### src/rtl/mem_access_stage.sv
// Memory-access stage: pass-through of ALU results, or a multi-cycle load/store
// over a req/ack port with timeout abort, feeding a registered write-back bundle.
module mem_access_stage #(
  parameter int DATA_W  = 16,
  parameter int RD_W    = 3,
  parameter int TIMEOUT = 15
) (
  input  logic              clk,
  input  logic              reset,
  input  logic              valid_in,
  input  logic [DATA_W-1:0] alu_result,
  input  logic [DATA_W-1:0] store_data,
  input  logic              mem_read,
  input  logic              mem_write,
  input  logic              reg_write_in,
  input  logic [RD_W-1:0]   rd_in,
  input  logic              flag_zero_in,
  input  logic              flag_negative_in,
  input  logic              flush,
  output logic              stall,
  output logic              mem_req,
  output logic              mem_we,
  output logic [DATA_W-1:0] mem_addr,
  output logic [DATA_W-1:0] mem_wdata,
  input  logic [DATA_W-1:0] mem_rdata,
  input  logic              mem_ack,
  output logic              wb_valid,
  output logic [DATA_W-1:0] wb_data,
  output logic [RD_W-1:0]   wb_rd,
  output logic              wb_reg_write,
  output logic              wb_flag_zero,
  output logic              wb_flag_negative,
  output logic              bus_error,
  output logic              busy_dbg
);
  // Handshake: the stage owns mem_req while BUSY and holds address/data/we stable
  // until the single-cycle mem_ack; upstream must hold its bundle while stall=1.
  localparam int CNT_W = (TIMEOUT < 2) ? 1 : $clog2(TIMEOUT + 1);
  localparam logic [CNT_W-1:0] CNT_LAST = CNT_W'(TIMEOUT - 1);

  typedef enum logic {IDLE = 1'b0, BUSY = 1'b1} state_t;

  state_t            state_q, state_d;
  logic              we_q, we_d;
  logic [DATA_W-1:0] addr_q, addr_d;
  logic [DATA_W-1:0] wdata_q, wdata_d;
  logic [RD_W-1:0]   rd_q, rd_d;
  logic              rw_q, rw_d;
  logic              fz_q, fz_d;
  logic              fn_q, fn_d;
  logic              flushed_q, flushed_d;
  logic [CNT_W-1:0]  cnt_q, cnt_d;
  logic              wb_valid_q, wb_valid_d;
  logic [DATA_W-1:0] wb_data_q, wb_data_d;
  logic [RD_W-1:0]   wb_rd_q, wb_rd_d;
  logic              wb_rw_q, wb_rw_d;
  logic              wb_fz_q, wb_fz_d;
  logic              wb_fn_q, wb_fn_d;
  logic              berr_q, berr_d;
  logic              drop_wb;

  always_comb begin
    state_d    = state_q;
    we_d       = we_q;
    addr_d     = addr_q;
    wdata_d    = wdata_q;
    rd_d       = rd_q;
    rw_d       = rw_q;
    fz_d       = fz_q;
    fn_d       = fn_q;
    flushed_d  = flushed_q;
    cnt_d      = cnt_q;
    wb_valid_d = 1'b0;
    wb_data_d  = wb_data_q;
    wb_rd_d    = wb_rd_q;
    wb_rw_d    = wb_rw_q;
    wb_fz_d    = wb_fz_q;
    wb_fn_d    = wb_fn_q;
    berr_d     = 1'b0;
    stall      = 1'b0;
    drop_wb    = flushed_q | flush;
    case (state_q)
      IDLE: begin
        if (valid_in && !flush) begin
          if (mem_read || mem_write) begin
            stall     = 1'b1;
            state_d   = BUSY;
            we_d      = mem_write;
            addr_d    = alu_result;
            wdata_d   = store_data;
            rd_d      = rd_in;
            rw_d      = reg_write_in;
            fz_d      = flag_zero_in;
            fn_d      = flag_negative_in;
            flushed_d = 1'b0;
            cnt_d     = '0;
          end else begin
            wb_valid_d = 1'b1;
            wb_data_d  = alu_result;
            wb_rd_d    = rd_in;
            wb_rw_d    = reg_write_in;
            wb_fz_d    = flag_zero_in;
            wb_fn_d    = flag_negative_in;
          end
        end
      end
      BUSY: begin
        stall = !mem_ack;
        if (flush) flushed_d = 1'b1;
        if (mem_ack) begin
          state_d = IDLE;
          if (!drop_wb) begin
            wb_valid_d = 1'b1;
            wb_data_d  = we_q ? '0 : mem_rdata;
            wb_rw_d    = we_q ? 1'b0 : rw_q;
            wb_rd_d    = rd_q;
            wb_fz_d    = fz_q;
            wb_fn_d    = fn_q;
          end
        end else begin
          cnt_d = cnt_q + 1'b1;
          // Abort on the edge where the counter would reach TIMEOUT.
          if (cnt_q == CNT_LAST) begin
            state_d = IDLE;
            berr_d  = 1'b1;
            if (!drop_wb) begin
              wb_valid_d = 1'b1;
              wb_data_d  = '0;
              wb_rw_d    = 1'b0;
              wb_rd_d    = rd_q;
              wb_fz_d    = fz_q;
              wb_fn_d    = fn_q;
            end
          end
        end
      end
      default: state_d = IDLE;
    endcase
  end

  always_ff @(posedge clk) begin
    if (reset) begin
      state_q    <= IDLE;
      we_q       <= 1'b0;
      addr_q     <= '0;
      wdata_q    <= '0;
      rd_q       <= '0;
      rw_q       <= 1'b0;
      fz_q       <= 1'b0;
      fn_q       <= 1'b0;
      flushed_q  <= 1'b0;
      cnt_q      <= '0;
      wb_valid_q <= 1'b0;
      wb_data_q  <= '0;
      wb_rd_q    <= '0;
      wb_rw_q    <= 1'b0;
      wb_fz_q    <= 1'b0;
      wb_fn_q    <= 1'b0;
      berr_q     <= 1'b0;
    end else begin
      state_q    <= state_d;
      we_q       <= we_d;
      addr_q     <= addr_d;
      wdata_q    <= wdata_d;
      rd_q       <= rd_d;
      rw_q       <= rw_d;
      fz_q       <= fz_d;
      fn_q       <= fn_d;
      flushed_q  <= flushed_d;
      cnt_q      <= cnt_d;
      wb_valid_q <= wb_valid_d;
      wb_data_q  <= wb_data_d;
      wb_rd_q    <= wb_rd_d;
      wb_rw_q    <= wb_rw_d;
      wb_fz_q    <= wb_fz_d;
      wb_fn_q    <= wb_fn_d;
      berr_q     <= berr_d;
    end
  end

  assign mem_req          = (state_q == BUSY);
  assign busy_dbg         = (state_q == BUSY);
  assign mem_we           = we_q;
  assign mem_addr         = addr_q;
  assign mem_wdata        = wdata_q;
  assign wb_valid         = wb_valid_q;
  assign wb_data          = wb_data_q;
  assign wb_rd            = wb_rd_q;
  assign wb_reg_write     = wb_rw_q;
  assign wb_flag_zero     = wb_fz_q;
  assign wb_flag_negative = wb_fn_q;
  assign bus_error        = berr_q;
endmodule

### config.mk
export PLATFORM = sky130hd
export DESIGN_NAME = mem_access_stage
export DESIGN_NICKNAME = d
export VERILOG_FILES = /design/src/rtl/mem_access_stage.sv
export SDC_FILE = /design/constraint.sdc
export NUM_CORES = 1
export LEC_CHECK = 0
export ABC_AREA = 1
export CAP_MARGIN = 20
export CORE_MARGIN = 2
export CORE_UTILIZATION = 30
export CTS_BUF_LIST = sky130_fd_sc_hd__clkbuf_8
export DETAILED_ROUTE_END_ITERATION = 7
export PLACE_DENSITY = 0.65
export REMOVE_ABC_BUFFERS = 1
export SLEW_MARGIN = 25
export SYNTH_ARGS = -nofsm -noshare
export SYNTH_HDL_FRONTEND = slang
export SYNTH_SLANG_ARGS = --single-unit
### constraint.sdc
create_clock -name clk -period 1.5 [get_ports clk]
set_input_delay 0.375 -clock clk [delete_from_list [all_inputs] [get_ports clk]]
set_output_delay 0.375 -clock clk [all_outputs]
set_load 0.05 [all_outputs]
==> metrics.txt, run 1 <==
# TYPE chip_impl_metric gauge
chip_impl_metric{name="cts_inserted_buffers",unit=""} 9
chip_impl_info{name="worstReg2RegStart",value="busy_dbg"} 1
chip_impl_metric{name="drive_gt1_share",unit="%"} 20.4
chip_impl_info{name="setup.worst_path.end_class",value="primary output"} 1
chip_impl_info{name="timing.hold.worst.class",value="primary input to flop"} 1
chip_impl_metric{name="number_of_distinct_standard_cells_referenced_by_the_synthesized_netlist",unit=""} 18
chip_impl_info{name="timing.critical_path.to",value="stall"} 1
chip_impl_metric{name="drt_first_iter_violations",unit=""} 93
chip_impl_metric{name="slew_violations",unit=""} 0
chip_impl_metric{name="place_congestion",unit=""} 0.820
chip_impl_metric{name="initial_core_util",unit="%"} 31.1
chip_impl_metric{name="antennaDiodeCount",unit=""} 0
chip_impl_metric{name="final_worst_setup_slack",unit="ps"} 14.5
chip_impl_metric{name="antenna_violating_nets_post_route",unit=""} 0
chip_impl_metric{name="yosysWarnings",unit=""} 0
chip_impl_metric{name="detail_route.drc_violations",unit=""} 0
chip_impl_metric{name="vias_per_cell",unit=""} 4.53
chip_impl_metric{name="final-hold-violation-count",unit=""} 0
chip_impl_metric{name="synth.avg_cell_area",unit="um^2"} 6.90
chip_impl_metric{name="grt_pass1_wl",unit="mm"} 15.7
chip_impl_metric{name="floorplan.die_area",unit="um^2"} 11000
chip_impl_metric{name="postLayoutCellArea",unit="um^2"} 5370
chip_impl_metric{name="dp_hpwl",unit="mm"} 6.73
chip_impl_metric{name="cts_num_sinks",unit=""} 69
chip_impl_info{name="root_buffer_selected_by_cts",value="clkbuf_8"} 1
chip_impl_metric{name="critical_path_required",unit="ps"} 1120
chip_impl_metric{name="detail_route.wirelength",unit="mm"} 9.35
chip_impl_metric{name="area_growth",unit="%"} 76.1
chip_impl_metric{name="total_leakage_power",unit="nW"} 2.30
chip_impl_info{name="cp-startpoint",value="flush"} 1
chip_impl_info{name="rsz0062_at_grt",value="yes"} 1
chip_impl_info{name="clock_tree_from_tritoncts",value="yes"} 1
chip_impl_metric{name="dpl_worst_slack",unit="ps"} -372
chip_impl_info{name="startpoint_type",value="primary input"} 1
chip_impl_metric{name="max_cap_violations",unit=""} 0
chip_impl_metric{name="htreeDepth",unit=""} 3
chip_impl_metric{name="worst-r2r-cell-count",unit=""} 7
chip_impl_metric{name="clock-skew-final",unit="ps"} 12.9
chip_impl_metric{name="io_buffer_count",unit=""} 120
chip_impl_metric{name="synthesis.area",unit="um^2"} 3050
chip_impl_metric{name="antenna_violations_before_repair",unit=""} 0
chip_impl_metric{name="first_pass_iters",unit=""} 4
chip_impl_metric{name="final-setup-viol-count",unit=""} 0
chip_impl_metric{name="fmaxAchievable",unit="GHz"} 0.673
chip_impl_metric{name="fin_cells",unit=""} 711
chip_impl_metric{name="maximum_buffer_depth_of_the_clock_tree",unit=""} 2
chip_impl_metric{name="worst_skew_pair_latency",unit="ps"} 340
chip_impl_metric{name="tightestPinTransition",unit="ps"} 250
chip_impl_metric{name="nets",unit=""} 636
chip_impl_metric{name="critPathArrivalTime",unit="ps"} 1110
chip_impl_metric{name="clock_input_transition_at_the_sequential_cells_of_the_worst_setup_and_hold_paths",unit="ps"} 80
chip_impl_metric{name="placedCellCount",unit=""} 688
chip_impl_metric{name="yosysSeqAreaShare",unit="%"} 45.3
chip_impl_metric{name="vias",unit=""} 3221
chip_impl_metric{name="irDropWorstVdd",unit="V"} 0.000538
chip_impl_metric{name="routedWlPerCell",unit="um"} 13.1
chip_impl_metric{name="placement.cell_area",unit="um^2"} 5070
chip_impl_info{name="crit-reg2reg-capture",value="wb_data[1]"} 1
chip_impl_metric{name="floorplan.core_area",unit="um^2"} 9820
chip_impl_metric{name="core.rowCount",unit=""} 36
chip_impl_metric{name="slew_headroom",unit="%"} 83.1
chip_impl_metric{name="setup.reg_to_reg.worst_slack",unit="ps"} 160
chip_impl_metric{name="num_io_pins",unit=""} 121
chip_impl_metric{name="fin_hold_ws",unit="ps"} 462
chip_impl_info{name="status",value="complete, no violations"} 1
chip_impl_metric{name="grt_remaining_overflow",unit=""} 0
chip_impl_metric{name="die_h",unit="um"} 105
chip_impl_metric{name="grt.total_usage",unit="%"} 17.7
chip_impl_metric{name="power.total",unit="W"} 0.00473
chip_impl_metric{name="maximum_number_of_pins_on_one_net_before_global_route_repair",unit=""} 46
chip_impl_metric{name="finalCritPeriodShare",unit="%"} 99.0
chip_impl_metric{name="postSynthCellCount",unit=""} 442
chip_impl_metric{name="number_of_global_route_vias_before_repair",unit=""} 3240
chip_impl_metric{name="p_per_area",unit="nW/um^2"} 882
chip_impl_metric{name="final.min_clock_period",unit="ps"} 1490
chip_impl_metric{name="synth_seq_cells",unit=""} 69
chip_impl_metric{name="die_width",unit="um"} 105
chip_impl_info{name="setup.worst_path.class",value="primary input to primary output"} 1
chip_impl_metric{name="critical_path_peak_fanout",unit=""} 2
worst min-delay path by stage:
stage,startpoint,to,slack (ps),cells past startpoint
finish,mem_write,mem_we,460,3
global route,mem_write,mem_we,470,3
CTS,mem_write,mem_we,460,3
detailed placement,rw_q,rw_q,470,2
global placement,fn_q,fn_q,460,2
floorplan,rw_q,rw_q,440,2
synth_stat cells, drive strengths merged:
library cell / n / area [um^2]
nand3: 36 / 190
inv: 41 / 154
buf: 22 / 150
o21ai: 45 / 225
o22ai: 1 / 6.26
clkbuf: 8 / 30.0
nand2: 110 / 420
ha: 2 / 25.0
nand4: 1 / 6.26
dfxtp: 69 / 1380
nor2: 62 / 235
a21oi: 45 / 225
flip-flops by register name (all words and copies together), names as in the netlist, 3 cells and up:
register / count
cnt_q: 4
mem_addr: 16
mem_wdata: 16
wb_data: 16
rd_q: 3
wb_rd: 3
cells in the final DEF (no fill, tap or decap):
cell and count:
nand2_2 2, nand2_1 106, nor2_4 2, dfxtp_1 68, nand3_4 1, bufinv_16 1, buf_12 65, clkdlybuf4s50_1 55
o21ai_0 45, a21oi_1 45, inv_2 3, clkinv_2 2, nand3_2 2, clkbuf_8 10, nand3_1 33, inv_1 39
nand2_4 2, buf_4 24, inv_4 1, nand4_1 1, dlygate4sd2_1 5, clkinvlp_4 1, nor2_1 60, dfxtp_2 1
ha_1 2, clkbuf_16 1, o22ai_1 1
worst max-delay path: stages:
cell and delay, ps:
dlygate4sd2_1 270, nor2_4 120, nand3_4 100, nand2_4 100, buf_12 130
per-layer routing:
layer	GRT usage [%]	wire length, um	vias up
met5	0	0	-
met4	5.62	125	0
met3	5.12	538	11
met2	31.2	4680	85
met1	20.7	4000	1466
li1	-	-	1659
cell families (layout without fill, tap and decap cells):
| family | Yosys count | in the layout | synth area share [%] |
|---|---|---|---|
| compound gates | 91 | 91 | 15.0 |
| flops | 69 | 69 | 45.3 |
| fa+ha+maj | 2 | 2 | 0.821 |
| buf+inv | 71 | 207 | 11.0 |
| simple gates | 209 | 209 | 27.9 |
repair_timing:
| item | 4_1_cts | 5_1_grt |
|---|---|---|
| pin swaps | 4 | 1 |
| resized for setup | 16 | 2 |
| setup endpoints to repair | 1 | 8 |
| hold buffers | 0 | 0 |
| gates cloned | 0 | 1 |
| buffers inserted | 6 | 0 |
final cells by class:
type                            count  area [um^2]
Fill cell                         961         4450
Timing Repair Buffer              150         2100
Sequential cell                    69         1380
Multi-Input combinational cell    302         1370
Tap cell                          133          166
Inverter                           41          156
Clock buffer                       10          138
Clock inverter                      6         55.1
report_power, final:
group          switching (W)  internal (W)  total [W]  leakage [nW]
registers          0.0000868       0.00192    0.00201         0.563
logic               0.000620      0.000603    0.00122          1.63
clock network       0.000706      0.000797    0.00150         0.105
total                0.00141       0.00332    0.00473          2.30
through the flow:
step	setup TNS [ps]	utilization, %
finish	0	54.7
global route	-49.3	54.7
CTS	0	54.4
detailed placement	-14970	51.7
global placement	-13610	51.7
floorplan	-61750	-
Note: power is estimated with default switching activity, not from simulation.
==> run 2, diff against run 1 <==
--- a/config.mk
+++ b/config.mk
@@ -12,6 +12,7 @@
 export CTS_BUF_LIST = sky130_fd_sc_hd__clkbuf_8
 export DETAILED_ROUTE_END_ITERATION = 7
 export PLACE_DENSITY = 0.65
+export RECOVER_POWER = 50
 export REMOVE_ABC_BUFFERS = 1
 export SLEW_MARGIN = 25
 export SYNTH_ARGS = -nofsm -noshare
==> run 2 against run 1 <==
Sequential share of layout area is 3.3 points higher. Global-route usage stayed put. Setup slack better by 0.52 ps. Critical path depth stayed put. First-iteration DRC count is 28% higher. Clock power hardly changed. Design area is 11% lower. Clock-buffer cell count stayed put. Final cell count stayed put. Non-clock buffer count stayed put. Register-to-register slack hardly changed. Critical path type unchanged. Utilization is 6.3 points lower.
==> metrics.txt, run 2 (synthesized netlist as in run 1, its figures left out) <==
# TYPE chip_impl_metric gauge
chip_impl_info{name="status",value="complete, no violations"} 1
chip_impl_metric{name="grt_remaining_overflow",unit=""} 0
chip_impl_info{name="root_buffer_selected_by_cts",value="clkbuf_8"} 1
chip_impl_metric{name="cts_inserted_buffers",unit=""} 9
chip_impl_metric{name="swShare",unit="%"} 30.4
chip_impl_metric{name="floorplan.die_area",unit="um^2"} 11000
chip_impl_metric{name="clock_network_fraction_of_design_power",unit="%"} 33.1
chip_impl_metric{name="maximum_number_of_pins_on_one_net_before_global_route_repair",unit=""} 46
chip_impl_metric{name="slew_violations",unit=""} 0
chip_impl_metric{name="placedCellCount",unit=""} 688
chip_impl_metric{name="number_of_global_route_vias_before_repair",unit=""} 3240
chip_impl_metric{name="slew_headroom",unit="%"} 66.9
chip_impl_metric{name="proportion_of_power_drawn_by_combinational_gates",unit="%"} 23.3
chip_impl_metric{name="antenna_violating_nets_post_route",unit=""} 0
chip_impl_metric{name="max_cap_violations",unit=""} 0
chip_impl_metric{name="vias_per_cell",unit=""} 4.54
chip_impl_info{name="worstReg2RegStart",value="busy_dbg"} 1
chip_impl_metric{name="die_width",unit="um"} 105
chip_impl_info{name="worst_path_dominant_cell_family",value="buffers and inverters"} 1
chip_impl_metric{name="place_congestion",unit=""} 0.820
chip_impl_metric{name="total_leakage_power",unit="nW"} 2.15
chip_impl_info{name="holdCritStartpoint",value="mem_write"} 1
chip_impl_metric{name="cts_num_sinks",unit=""} 69
chip_impl_info{name="clock_tree_from_tritoncts",value="yes"} 1
chip_impl_info{name="worst_path_max_delay_cell",value="dlygate4sd2_1"} 1
chip_impl_metric{name="seqPwrFrac",unit="%"} 43.7
chip_impl_metric{name="core.rowCount",unit=""} 36
chip_impl_info{name="startpoint_type",value="primary input"} 1
chip_impl_metric{name="worst_skew_pair_latency",unit="ps"} 340
chip_impl_metric{name="area_growth",unit="%"} 55.9
chip_impl_metric{name="grt.total_usage",unit="%"} 17.7
chip_impl_metric{name="floorplan.core_area",unit="um^2"} 9820
chip_impl_metric{name="fmaxAchievable",unit="GHz"} 0.673
chip_impl_metric{name="io_buffer_count",unit=""} 120
chip_impl_metric{name="critPathArrivalTime",unit="ps"} 1110
chip_impl_info{name="setup.worst_path.class",value="primary input to primary output"} 1
chip_impl_metric{name="sum_of_negative_setup_slack",unit="ps"} 0
chip_impl_metric{name="initial_core_util",unit="%"} 31.1
chip_impl_info{name="cp-startpoint",value="flush"} 1
chip_impl_metric{name="maximum_buffer_depth_of_the_clock_tree",unit=""} 2
chip_impl_metric{name="irDropWorstVdd",unit="V"} 0.000518
chip_impl_metric{name="drt_first_iter_violations",unit=""} 119
chip_impl_metric{name="vias",unit=""} 3230
chip_impl_metric{name="total_switching_power",unit="W"} 0.00138
chip_impl_metric{name="worst-path-buf-inv",unit=""} 2
chip_impl_metric{name="critical_path_required",unit="ps"} 1120
chip_impl_metric{name="placement.cell_area",unit="um^2"} 5070
chip_impl_metric{name="final.min_clock_period",unit="ps"} 1480
chip_impl_metric{name="die_h",unit="um"} 105
chip_impl_metric{name="p_per_area",unit="nW/um^2"} 953
chip_impl_metric{name="detail_route.drc_violations",unit=""} 0
chip_impl_metric{name="fin_hold_ws",unit="ps"} 464
chip_impl_info{name="timing.hold.worst.class",value="primary input to flop"} 1
chip_impl_metric{name="grt_pass1_wl",unit="mm"} 15.7
chip_impl_metric{name="num_io_pins",unit=""} 121
chip_impl_metric{name="htreeDepth",unit=""} 3
chip_impl_metric{name="clock-skew-final",unit="ps"} 12.4
chip_impl_metric{name="cp_slowest_stage_delay",unit="ps"} 270
chip_impl_metric{name="antenna_violations_before_repair",unit=""} 0
chip_impl_metric{name="routedWlPerCell",unit="um"} 13.3
chip_impl_info{name="layout_common_cells",value="106 x nand2_1, 68 x dfxtp_1, 60 x nor2_1, 54 x clkdlybuf4s50_1"} 1
chip_impl_info{name="rsz0062_at_grt",value="yes"} 1
chip_impl_info{name="path_cells",value="dlygate4sd2_1 -> nor2_4 -> nand3_4 -> nand2_4 -> buf_12"} 1
chip_impl_metric{name="postLayoutCellArea",unit="um^2"} 4750
chip_impl_metric{name="detail_route.wirelength",unit="mm"} 9.43
chip_impl_info{name="final_common_cell",value="nand2_1"} 1
chip_impl_metric{name="critical_path_peak_fanout",unit=""} 2
chip_impl_metric{name="nets",unit=""} 636
chip_impl_metric{name="fin_cells",unit=""} 711
chip_impl_metric{name="dp_hpwl",unit="mm"} 6.73
chip_impl_info{name="setup.worst_path.end_class",value="primary output"} 1
chip_impl_metric{name="antennaDiodeCount",unit=""} 0
chip_impl_metric{name="drive_gt1_share",unit="%"} 20.4
chip_impl_metric{name="final-setup-viol-count",unit=""} 0
chip_impl_metric{name="first_pass_iters",unit=""} 4
chip_impl_metric{name="internal_power",unit="W"} 0.00315
chip_impl_metric{name="tightestPinTransition",unit="ps"} 496
chip_impl_metric{name="finalCritPeriodShare",unit="%"} 99.0
chip_impl_metric{name="clock_input_transition_at_the_sequential_cells_of_the_worst_setup_and_hold_paths",unit="ps"} 80
chip_impl_metric{name="final-hold-violation-count",unit=""} 0
-- run 2: final cells by class --
type,instances,area (um^2)
clock buffer,10,138
clock inverter,6,55.1
sequential,69,1380
timing repair buffer,150,1490
tap,133,166
fill,1037,5060
inverter,41,156
multi-input combinational,302,1370
-- run 2: power by group through the flow --
stage	clock network [W]	registers (W)	logic, W
after floorplan	0	0.00229	0.000258
after global placement	0	0.00205	0.00119
after detailed placement	0	0.00205	0.00121
after CTS	0.00154	0.00201	0.00123
after global routing	0.00164	0.00199	0.00114
final	0.00150	0.00198	0.00105
-- run 2: stage by stage --
step | power (W) | setup WS, ps | util, %
5_1_grt | 0.00477 | -49.3 | 48.4
3_5_place_dp | 0.00326 | -372 | 51.7
6_report | 0.00453 | 15.0 | 48.4
3_3_place_gp | 0.00324 | -361 | 51.7
4_1_cts | 0.00478 | 3.12 | 54.4
2_1_floorplan | 0.00255 | -1160 | -
-- run 2: layer usage --
layer	up-vias	GRT usage (%)	share of wire [%]	wire length [um]
met5	-	0	0	0
met4	0	5.62	1.6	150
met1	1460	20.7	44	4120
li1	1662	-	-	-
met2	94	31.2	49	4670
met3	14	5.12	5.2	493
-- run 2: final timing paths --
path	depth (start not counted)	slack (ps)	endpoint
min	3	460	mem_we
max	5	20	stall
min reg2reg	2	470	mem_addr[2]
max reg2reg	7	160	mem_addr[11]
-- run 2: repair_timing --
action / CTS / global route
gates cloned: 0 / 1
endpoints found under the setup margin: 1 / 8
hold buffers: 0 / 0
gates resized for setup: 16 / 2
setup buffers: 6 / 0
pin swaps: 4 / 1
-- run 2: worst min-delay path, cell delays in order --
cell and delay, ps:
dlygate4sd2_1 230, o21ai_0 90, nor2_1 70
==> run 3, diff against run 2 <==
--- a/config.mk
+++ b/config.mk
@@ -11,6 +11,7 @@
 export CORE_UTILIZATION = 30
 export CTS_BUF_LIST = sky130_fd_sc_hd__clkbuf_8
 export DETAILED_ROUTE_END_ITERATION = 7
+export GPL_ROUTABILITY_DRIVEN = 1
 export PLACE_DENSITY = 0.65
 export RECOVER_POWER = 50
 export REMOVE_ABC_BUFFERS = 1
==> results of run 3 <==
The final DEF is identical to that of run 2; final timing and power are the same.
